### src/rtl/alu_rr_arbiter.sv
// alu_rr_arbiter: round-robin sharing of one external combinational ALU among NUM_REQ requesters.
// Optional ALU_STICKY_OVER_EN adds per-requester sticky overflow flags.
module alu_rr_arbiter #(
  parameter int NUM_REQ = 4,
  parameter int DATA_W = 8,
  parameter int ID_W = 2
) (
  input  logic                      clk,
  input  logic                      rst,
  input  logic [NUM_REQ-1:0]        req_valid,
  output logic [NUM_REQ-1:0]        req_ready,
  input  logic [NUM_REQ*DATA_W-1:0] req_a,
  input  logic [NUM_REQ*DATA_W-1:0] req_b,
  input  logic [NUM_REQ*3-1:0]      req_op,
  output logic [DATA_W-1:0]         alu_a,
  output logic [DATA_W-1:0]         alu_b,
  output logic [2:0]                alu_op,
  input  logic [DATA_W-1:0]         alu_out,
  input  logic                      alu_carry,
  input  logic                      alu_sign,
  input  logic                      alu_over,
  output logic                      rsp_valid,
  input  logic                      rsp_ready,
  output logic [ID_W-1:0]           rsp_id,
  output logic [DATA_W-1:0]         rsp_data,
  output logic [2:0]                rsp_flags,
  output logic                      busy,
  input  logic                      sticky_clr,
  output logic [NUM_REQ-1:0]        sticky_over
);
  typedef enum logic [1:0] {IDLE, EXEC, RESP} state_t;
  state_t state, state_nxt;
  logic [ID_W-1:0] rr_ptr, grant, cand;
  logic any_valid;
  // Scan from the farthest offset down so the nearest valid index after rr_ptr wins.
  always_comb begin
    grant = '0;
    any_valid = 1'b0;
    cand = '0;
    for (int k = NUM_REQ - 1; k >= 0; k--) begin
      cand = ID_W'((int'(rr_ptr) + k) % NUM_REQ);
      if (req_valid[cand]) begin
        grant = cand;
        any_valid = 1'b1;
      end
    end
  end
  assign req_ready = (state == IDLE && any_valid) ? NUM_REQ'(1) << grant : '0;
  assign rsp_valid = state == RESP;
  assign busy = state != IDLE;
  always_ff @(posedge clk or posedge rst)
    if (rst) state <= IDLE;
    else state <= state_nxt;
  always_comb begin
    state_nxt = state;
    state_nxt = state == IDLE ? (any_valid ? EXEC : IDLE) :
                state == EXEC ? RESP :
                (rsp_ready ? IDLE : RESP);
  end
  always_ff @(posedge clk or posedge rst) begin
    if (rst) begin
      alu_a <= '0;
      alu_b <= '0;
      alu_op <= '0;
      rsp_id <= '0;
      rsp_data <= '0;
      rsp_flags <= '0;
      rr_ptr <= '0;
    end else begin
      if (state == IDLE && any_valid) begin
        alu_a <= req_a[grant*DATA_W +: DATA_W];
        alu_b <= req_b[grant*DATA_W +: DATA_W];
        alu_op <= req_op[grant*3 +: 3];
        rsp_id <= grant;
      end
      if (state == EXEC) begin
        rsp_data <= alu_out;
        rsp_flags <= {alu_carry, alu_sign, alu_over};
        rr_ptr <= rsp_id == ID_W'(NUM_REQ - 1) ? '0 : rsp_id + 1'b1;
      end
    end
  end
`ifdef ALU_STICKY_OVER_EN
  // A set in the same cycle as a clear survives for that bit.
  always_ff @(posedge clk or posedge rst)
    if (rst) sticky_over <= '0;
    else sticky_over <= (sticky_clr ? '0 : sticky_over) |
                        ((state == EXEC && alu_over) ? NUM_REQ'(1) << rsp_id : '0);
`else
  logic unused_sticky_clr;
  assign unused_sticky_clr = sticky_clr;
  assign sticky_over = '0;
`endif
endmodule

### config.mk
export PLATFORM = sky130hd
export DESIGN_NAME = alu_rr_arbiter
export DESIGN_NICKNAME = d
export VERILOG_FILES = /design/src/rtl/alu_rr_arbiter.sv
export SDC_FILE = /design/constraint.sdc
export NUM_CORES = 1
export LEC_CHECK = 0
export CORE_MARGIN = 5
export CORE_UTILIZATION = 34
export CTS_CLUSTER_DIAMETER = 30
export DETAILED_ROUTE_END_ITERATION = 6
export MAX_ROUTING_LAYER = met4
export PLACE_DENSITY = 0.85
export SYNTH_ARGS = -nofsm -noshare
export SYNTH_HDL_FRONTEND = slang
export SYNTH_SLANG_ARGS = --single-unit
### constraint.sdc
create_clock -name clk -period 2.3 [get_ports clk]
set_input_delay 0.69 -clock clk [delete_from_list [all_inputs] [get_ports clk]]
set_output_delay 0.69 -clock clk [all_outputs]
set_load 0.02 [all_outputs]
==> run summary, run 1 <==
RUN STATUS
----------------------------------------------------------------------------------------------------
Result of the run                                                                       finished with violations
Violated checks                                                                         negative setup slack

MIN PATH
----------------------------------------------------------------------------------------------------
Hold/Removal Path Class                                                                 flip-flop to flip-flop
Hold path start                                                                         rsp_data[2]$_DFFE_PP0N_
Worst Hold Path Cells                                                                              1
End point of the worst hold path                                                        rsp_data[2]$_DFFE_PP0N_

SETUP PATH
----------------------------------------------------------------------------------------------------
Dominant delay contributor by cell family on the critical path                          compound AO/OA/AOI/OAI gates
Type of element launching the critical path                                               input port
Critical Path Slowest Stage Cell                                                        sky130_fd_sc_hd__o32a_1
Crit. End Element                                                                         output pin
Worst flop-to-flop path startpoint                                                      rr_ptr[1]$_DFFE_PP0N_
Worst R2R Path Depth                                                                               7
Endpoint of the most critical register-to-register path                                 alu_b[6]$_DFFE_PP0P_
Highest fanout seen on the critical path                                                           5
Highest cell delay on the worst timing path                                                  0.36 ns
Most Frequent Cell on Critical Path                                                     sky130_fd_sc_hd__buf_6
Buffering stage count on the worst path with inverters included                                    3
Critical Path, Cell by Cell                                                             buf_8 -> o32a_1 -> and2_4 -> buf_6 -> nor2_4 -> buf_6
Signal arrival time at the worst endpoint                                                    1.68 ns
Worst path required time                                                                     1.61 ns
R2R setup slack                                                                              0.28 ns
Category of the critical setup timing path                                              input port to output pin

STA
----------------------------------------------------------------------------------------------------
Aggregate negative setup slack                                                             -0.204 ns
Worst path setup slack after routing                                                      -0.0703 ns
Hold Slack                                                                                  0.495 ns
Setup-failing EPs final                                                                            4
Transition at the pin with the smallest max-transition slack                                0.743 ns
Relative max-transition margin                                                                 50.3%
Peak clock frequency supported by timing                                                   0.422 GHz
Worst setup skew after layout                                                             0.00974 ns
Final worst path period need                                                                 2.37 ns
Hold Fails Final Rpt                                                                               0
RSZ-0062 raised after global routing                                                             yes
Pins over their slew limit                                                                         0
Post-route clock period utilization                                                             103%

SYNTH
----------------------------------------------------------------------------------------------------
Dominant cell type by area after synthesis                                              sky130_fd_sc_hd__dfrtp_1
Sequential cell area fraction in the yosys report                                              39.9%
Post-synth design cell area                                                                 2260 um2
Post-synthesis instance total                                                                    197
EDFF count, synth                                                                                  0
Leading cell type by number of instances after synthesis                                sky130_fd_sc_hd__dfrtp_1
Proportion of register bits with asynchronous set or reset after synthesis                      100%
Number of library cell types mapped by synthesis                                                  37
Area share of the largest cell type after synthesis                                            39.9%
Post-synthesis sequential element count                                                           36
Commonest register cell after synthesis                                                 sky130_fd_sc_hd__dfrtp_1
Top post-synthesis cells by count                                                       36 x sky130_fd_sc_hd__dfrtp_1, 28 x sky130_fd_sc_hd__a211oi_2, 21 x sky130_fd_sc_hd__nor2_1
Top area cells in the synthesized netlist                                               sky130_fd_sc_hd__dfrtp_1 40%, sky130_fd_sc_hd__a211oi_2 16%, sky130_fd_sc_hd__mux2i_1 8.4%
Warnings, synthesis                                                                                0
Average instance area after synthesis                                                       11.5 um2

GLOBAL ROUTING
----------------------------------------------------------------------------------------------------
Number of antenna violations at the first check in global routing                                  0
Total gr overflow                                                                                  0
Global-route wire length before repair                                                       11.8 mm
Via count of the first global-routing pass                                                     2,387
Maximum number of pins on one net before global-route repair                                      37
Overall fraction of global-route tracks in use                                                 18.2%

FINAL LAYOUT
----------------------------------------------------------------------------------------------------
Area growth from synthesis to final layout                                                     72.7%
N_diodes                                                                                           0
Layout Nets                                                                                      441
Proportion of layout cells with a drive suffix above 1                                         26.3%

FLOORPLANNING
----------------------------------------------------------------------------------------------------
Die W                                                                                        91.5 um
Overall die height                                                                           91.5 um
Die footprint                                                                               8380 um2
Core region area                                                                            6420 um2
Initial core utilization                                                                       35.2%
I/O pin count                                                                                    137
Cell Rows                                                                                         29

CLOCK NETWORK
----------------------------------------------------------------------------------------------------
Inserted Clock Buffers                                                                             5
Worst skew pair latency                                                                      0.29 ns
Maximum clock insertion buffer count                                                               2
Maximum level of the CTS H-tree                                                                    2
Clock-pin slew reported for the worst setup and hold paths after clock tree synthesis        0.07 ns
Clock sinks                                                                                       36
TritonCTS clock tree                                                                             yes
Clk root buf                                                                            sky130_fd_sc_hd__clkbuf_8

DETAILED ROUTING
----------------------------------------------------------------------------------------------------
Final routed DRC violation total                                                                   0
Post-detailed-routing wire length                                                            7.39 mm
Wirelength per Cell                                                                          17.5 um
Vias per Instance                                                                               5.09
Violation count after the first detailed-routing iteration                                        75
DR pass1 iterations                                                                                4
Number of nets with antenna violations after routing                                               0
Via count of the routed design                                                                 2,152

PLACED DESIGN
----------------------------------------------------------------------------------------------------
Final estimated routing congestion in global placement                                         0.792
Post-detail-place hpwl                                                                       5.61 mm
Placement-stage worst setup slack                                                           -1.03 ns
Buffers on Ports                                                                                 131

RUN
----------------------------------------------------------------------------------------------------
Max-capacitance violation count                                                                    0

POWER AND IR DROP
----------------------------------------------------------------------------------------------------
Power per cell area                                                                      1190 nW/um2
Largest voltage drop on the vdd net                                                         0.793 mV
Static Leakage                                                                               1.59 nW

cell type report:
| class | instances | area (um2) |
|---|---|---|
| clock buffers | 5 | 68.8 |
| flip-flops and latches | 36 | 902 |
| multi-input cells | 140 | 1240 |
| well taps | 77 | 96.3 |
| fillers | 550 | 2520 |
| inverters | 5 | 18.8 |
| repair buffers | 157 | 1540 |
| clock inverters | 3 | 42.5 |
cell usage in the layout (no fill, tap or decap), drive strengths merged, types with 2 or more instances in the layout:
| cell | count |
|---|---|
| clkdlybuf4s50 | 122 |
| a211oi | 38 |
| dfrtp | 36 |
| buf | 33 |
| nor2 | 22 |
| a21boi | 20 |
| mux2i | 19 |
| mux2 | 13 |
| nand2 | 6 |
| clkbuf | 5 |
| inv | 5 |
| conb | 4 |
| a21oi | 3 |
| nand2b | 2 |
| nor3 | 2 |
worst reg2reg max path, cell delays in order (launching register included):
cell and delay, ns:
sky130_fd_sc_hd__dfrtp_2 0.42, sky130_fd_sc_hd__a21o_1 0.14, sky130_fd_sc_hd__a21oi_2 0.06, sky130_fd_sc_hd__o22a_2 0.25, sky130_fd_sc_hd__buf_6 0.13, sky130_fd_sc_hd__buf_4 0.13, sky130_fd_sc_hd__nor2_4 0.57, sky130_fd_sc_hd__a211oi_2 0.17
metrics by stage:
step	cells	cell area, um2	utilization (%)	total power [mW]
after CTS	422	3890	60.5	4.71
after global placement	413	3720	58.0	3.98
after detailed placement	413	3720	58.0	4.06
after floorplan	200	2310	-	2.89
final	423	3900	60.8	4.65
after global routing	423	3900	60.8	4.96
state kept, by name, summed over array words and instances, names as in the netlist:
signal,count
alu_a,8
state,2
rr_ptr,2
rsp_id,2
rsp_flags,3
alu_b,8
rsp_data,8
alu_op,3
per-layer routing:
metal / track usage [%] / up-vias / share of wire (%)
li1: - / 1014 / -
met4: 5.40 / 0 / 1.2
met3: 4.63 / 9 / 8.0
met5: - / - / 0
met2: 31.8 / 91 / 51
met1: 20.4 / 1038 / 40
worst max-delay path by stage:
| stage | from | end | slack (ns) | cells past startpoint |
|---|---|---|---|---|
| 6_report | req_valid[1] | req_ready[2] | -0.07 | 6 |
| 5_1_grt | rr_ptr[1]$_DFFE_PP0N_ | req_ready[2] | -0.12 | 5 |
| 4_1_cts | rr_ptr[1]$_DFFE_PP0N_ | req_ready[0] | -0.07 | 6 |
| 3_5_place_dp | req_valid[2] | req_ready[2] | -1.03 | 7 |
| 3_3_place_gp | req_valid[1] | req_ready[1] | -0.99 | 7 |
| 2_1_floorplan | req_valid[1] | req_ready[0] | -0.03 | 4 |
logic make-up after synthesis:
| group | after synthesis | share of synthesized area, % |
|---|---|---|
| adder cells (fa/ha/maj) | 1 | 0.554 |
| AO/OA/AOI/OAI | 67 | 28.5 |
| multiplexers | 32 | 15.1 |
| flip-flops | 36 | 39.9 |
| AND/OR/NAND/NOR | 36 | 7.64 |
| buffers and inverters | 24 | 8.19 |
| other | 1 | 0.166 |
report_power, final:
group	internal (mW)	total (mW)	switching [mW]
Combinational	1.44	2.94	1.51
Clock	0.321	0.561	0.240
Sequential	0.961	1.15	0.187
what timing repair did:
action                                  in CTS  in global routing
buffers inserted                             1                  1
gates resized for setup                     54                  4
hold buffers                                 0                  0
pin swaps                                   10                  4
endpoints found under the setup margin      23                  5
(Power assumes the default switching activity.)
==> run 2, diff against run 1 <==
--- a/config.mk
+++ b/config.mk
@@ -7,9 +7,9 @@
 export LEC_CHECK = 0
 export CORE_MARGIN = 5
-export CORE_UTILIZATION = 34
+export CORE_UTILIZATION = 32
 export CTS_CLUSTER_DIAMETER = 30
 export DETAILED_ROUTE_END_ITERATION = 6
 export MAX_ROUTING_LAYER = met4
-export PLACE_DENSITY = 0.85
+export PLACE_DENSITY = 0.81
 export SYNTH_ARGS = -nofsm -noshare
 export SYNTH_HDL_FRONTEND = slang
==> constraint.sdc (replaced) <==
create_clock -name clk -period 2.3 [get_ports clk]
set_input_delay 0.69 -clock clk [delete_from_list [all_inputs] [get_ports clk]]
set_output_delay 0.69 -clock clk [all_outputs]
set_load 0.1 [all_outputs]
==> run summary, run 2 (synthesized netlist as in run 1, its figures left out) <==
GLOBAL ROUTING
----------------------------------------------------------------------------------------------------
Via count of the first global-routing pass                                                     2,355   -1.3%
Total gr overflow                                                                                  0   unchanged
Maximum number of pins on one net before global-route repair                                      23   -38%
Overall fraction of global-route tracks in use                                                 17.2%   -1.0 points
Global-route wire length before repair                                                       11.6 mm   -2.0%
Number of antenna violations at the first check in global routing                                  0   unchanged

CLOCK NETWORK
----------------------------------------------------------------------------------------------------
TritonCTS clock tree                                                                             yes
Clock-pin slew reported for the worst setup and hold paths after clock tree synthesis        0.08 ns   about the same
Clk root buf                                                                            sky130_fd_sc_hd__clkbuf_8
Clock sinks                                                                                       36   unchanged
Worst skew pair latency                                                                      0.29 ns   about the same
Hold bufs inserted after CTS                                                                       0   unchanged
Inserted Clock Buffers                                                                             5   unchanged
Maximum level of the CTS H-tree                                                                    2   unchanged
Maximum clock insertion buffer count                                                               2   unchanged

FLOORPLANNING
----------------------------------------------------------------------------------------------------
I/O pin count                                                                                    137   unchanged
Initial core utilization                                                                       33.1%   -2.1 points
Die W                                                                                        94.0 um   +2.7%
Cell Rows                                                                                         30   +3.4%
Overall die height                                                                           94.0 um   +2.7%
Die footprint                                                                               8840 um2   +5.5%
Core region area                                                                            6830 um2   +6.4%

SETUP PATH
----------------------------------------------------------------------------------------------------
Category of the critical setup timing path                                              input port to output pin
Dominant delay contributor by cell family on the critical path                          simple AND/OR/NAND/NOR gates
Type of element launching the critical path                                               input port
Signal arrival time at the worst endpoint                                                    1.79 ns   +0.11 ns
Highest fanout seen on the critical path                                                           4   -1
Critical Path Slowest Stage Cell                                                        sky130_fd_sc_hd__mux2_4
Buffering stage count on the worst path with inverters included                                    3   unchanged
Worst R2R Path Depth                                                                               7   unchanged
Worst path required time                                                                     1.61 ns   about the same
Crit. End Element                                                                         output pin
Most Frequent Cell on Critical Path                                                     sky130_fd_sc_hd__buf_6
Critical Path, Cell by Cell                                                             buf_6 -> buf_6 -> mux2_4 -> nand2_4 -> and2_4 -> and3_4 -> buf_12
Highest cell delay on the worst timing path                                                  0.26 ns   -0.10 ns
Crit. path cell count                                                                              7   +1

FINAL LAYOUT
----------------------------------------------------------------------------------------------------
N_diodes                                                                                           0   unchanged
Largest regs                                                                            alu_a x8, alu_b x8, rsp_data x8
Most common cell after layout, fill and taps aside                                      sky130_fd_sc_hd__clkdlybuf4s50_1
Proportion of layout cells with a drive suffix above 1                                         36.3%   +10 points
Top library cells by usage in the layout, fill and taps aside                           89 x sky130_fd_sc_hd__clkdlybuf4s50_1, 55 x sky130_fd_sc_hd__buf_4, 35 x sky130_fd_sc_hd__dfrtp_1
Layout Nets                                                                                      442   +0.23%
Area growth from synthesis to final layout                                                     73.1%

STA
----------------------------------------------------------------------------------------------------
Setup-failing EPs final                                                                            4   unchanged
Transition at the pin with the smallest max-transition slack                                0.708 ns   -0.0355 ns
RSZ-0062 raised after global routing                                                             yes
Peak clock frequency supported by timing                                                   0.403 GHz   -4.5%
Pins over their slew limit                                                                         0   unchanged
Final worst path period need                                                                 2.48 ns   +0.112 ns
Post-route clock period utilization                                                             108%   +4.9 points
Hold Fails Final Rpt                                                                               0   unchanged
Relative max-transition margin                                                                 52.7%   +2.4 points
Worst setup skew after layout                                                             0.00539 ns   -0.00435 ns
Worst path setup slack after routing                                                       -0.182 ns   -0.112 ns

MIN PATH
----------------------------------------------------------------------------------------------------
Worst Hold Path Cells                                                                              1   unchanged
Hold/Removal Path Class                                                                 flip-flop to flip-flop

RUN STATUS
----------------------------------------------------------------------------------------------------
Violated checks                                                                         negative setup slack
Result of the run                                                                       finished with violations

DETAILED ROUTING
----------------------------------------------------------------------------------------------------
Via count of the routed design                                                                 2,122   -1.4%
Wirelength per Cell                                                                          16.5 um   -5.3%
DR pass1 iterations                                                                                4   unchanged
Vias per Instance                                                                               4.79   -5.8%
Final routed DRC violation total                                                                   0   unchanged
Violation count after the first detailed-routing iteration                                        45   -40%
Number of nets with antenna violations after routing                                               0   unchanged
Post-detailed-routing wire length                                                            7.33 mm   -0.84%

PLACED DESIGN
----------------------------------------------------------------------------------------------------
Placement-stage worst setup slack                                                          -0.692 ns   +0.342 ns
Buffers on Ports                                                                                 131   unchanged
Post-detail-place hpwl                                                                       5.62 mm   +0.19%
Final estimated routing congestion in global placement                                         0.753   -4.9%

RUN
----------------------------------------------------------------------------------------------------
Max-capacitance violation count                                                                    0   unchanged

POWER AND IR DROP
----------------------------------------------------------------------------------------------------
Static Leakage                                                                               1.64 nW   +2.7%
Largest voltage drop on the vdd net                                                          1.65 mV   +110%
Design Power                                                                                 6.59 mW   +42%
Power per cell area                                                                      1680 nW/um2   +41%

==> run 2: cell types whose count changed in the layout (fill, tap and decap cells not counted), sizes merged <==
cell           previous run  this run
buf                      33        69
clkdlybuf4s15             1         0
clkdlybuf4s50           122        89
clkinv                    1         2
dlymetal6s2s              1         0
inv                       5         4
==> run 2: path summary, 6_finish.rpt <==
check | startpoint | endpoint | slack (ns)
min in group asynchronous | rst | alu_b[2]$_DFFE_PP0P_ | 0.72
worst max register to register | rr_ptr[1]$_DFFE_PP0N_ | alu_op[0]$_DFFE_PP0P_ | 0.29
worst min-delay path | state[1]$_DFF_PP0_ | state[1]$_DFF_PP0_ | 0.49
max in group asynchronous | rst | rr_ptr[1]$_DFFE_PP0N_ | 1.10
worst min register to register | state[1]$_DFF_PP0_ | state[1]$_DFF_PP0_ | 0.49
worst max-delay path | req_valid[2] | req_ready[3] | -0.18
==> run 2: where the power goes <==
part / switching (mW) / internal, mW
clock network: 0.242 / 0.321
logic: 3.48 / 1.39
registers: 0.192 / 0.961
==> run 2: cell type report <==
class	count	area, um2
Fill cell	636	2920
Clock buffer	5	68.8
Clock inverter	3	42.5
Inverter	5	18.8
Multi-Input combinational cell	140	1240
Tap cell	96	120
Timing Repair Buffer	158	1520
Sequential cell	36	902
==> run 2: repair_timing <==
item	CTS	global route
pin swaps	8	1
resized for setup	28	3
endpoints found under the setup margin	23	4
buffers inserted	6	0
==> run 2: worst reg2reg max path, cell delays in order (launching register included) <==
cell                       delay, ns
sky130_fd_sc_hd__dfrtp_2        0.43
sky130_fd_sc_hd__a21o_1         0.15
sky130_fd_sc_hd__a21oi_2        0.05
sky130_fd_sc_hd__o22a_2         0.26
sky130_fd_sc_hd__buf_6          0.13
sky130_fd_sc_hd__buf_4          0.13
sky130_fd_sc_hd__nor2_4         0.54
sky130_fd_sc_hd__a211oi_1       0.17
==> run 2: per-stage QoR <==
step | util, % | TNS, ns | instance area (um2) | hold WS, ns | std cells
final | 57.3 | -0.645 | 3910 | 0.490 | 443
after global routing | 57.3 | -0.820 | 3910 | 0.519 | 443
after CTS | 57.1 | -0.633 | 3900 | 0.493 | 443
after detailed placement | 54.5 | -12.43 | 3720 | 0.483 | 429
after global placement | 54.5 | -11.56 | 3720 | 0.466 | 429
after floorplan | - | -1.67 | 2310 | 0.446 | 200
==> run 2: layer usage <==
layer	GRT usage [%]	wire, um	vias to the layer above
met2	29.1	3600	101
met4	4.21	76	0
met5	-	0	-
met1	20.3	3080	999
met3	4.57	568	6
li1	-	-	1016
==> run 3, diff against run 2 <==
- CAP_MARGIN: unset -> 10
==> results of run 3 <==
No change in the layout: final DEF, timing and power equal those of run 2.
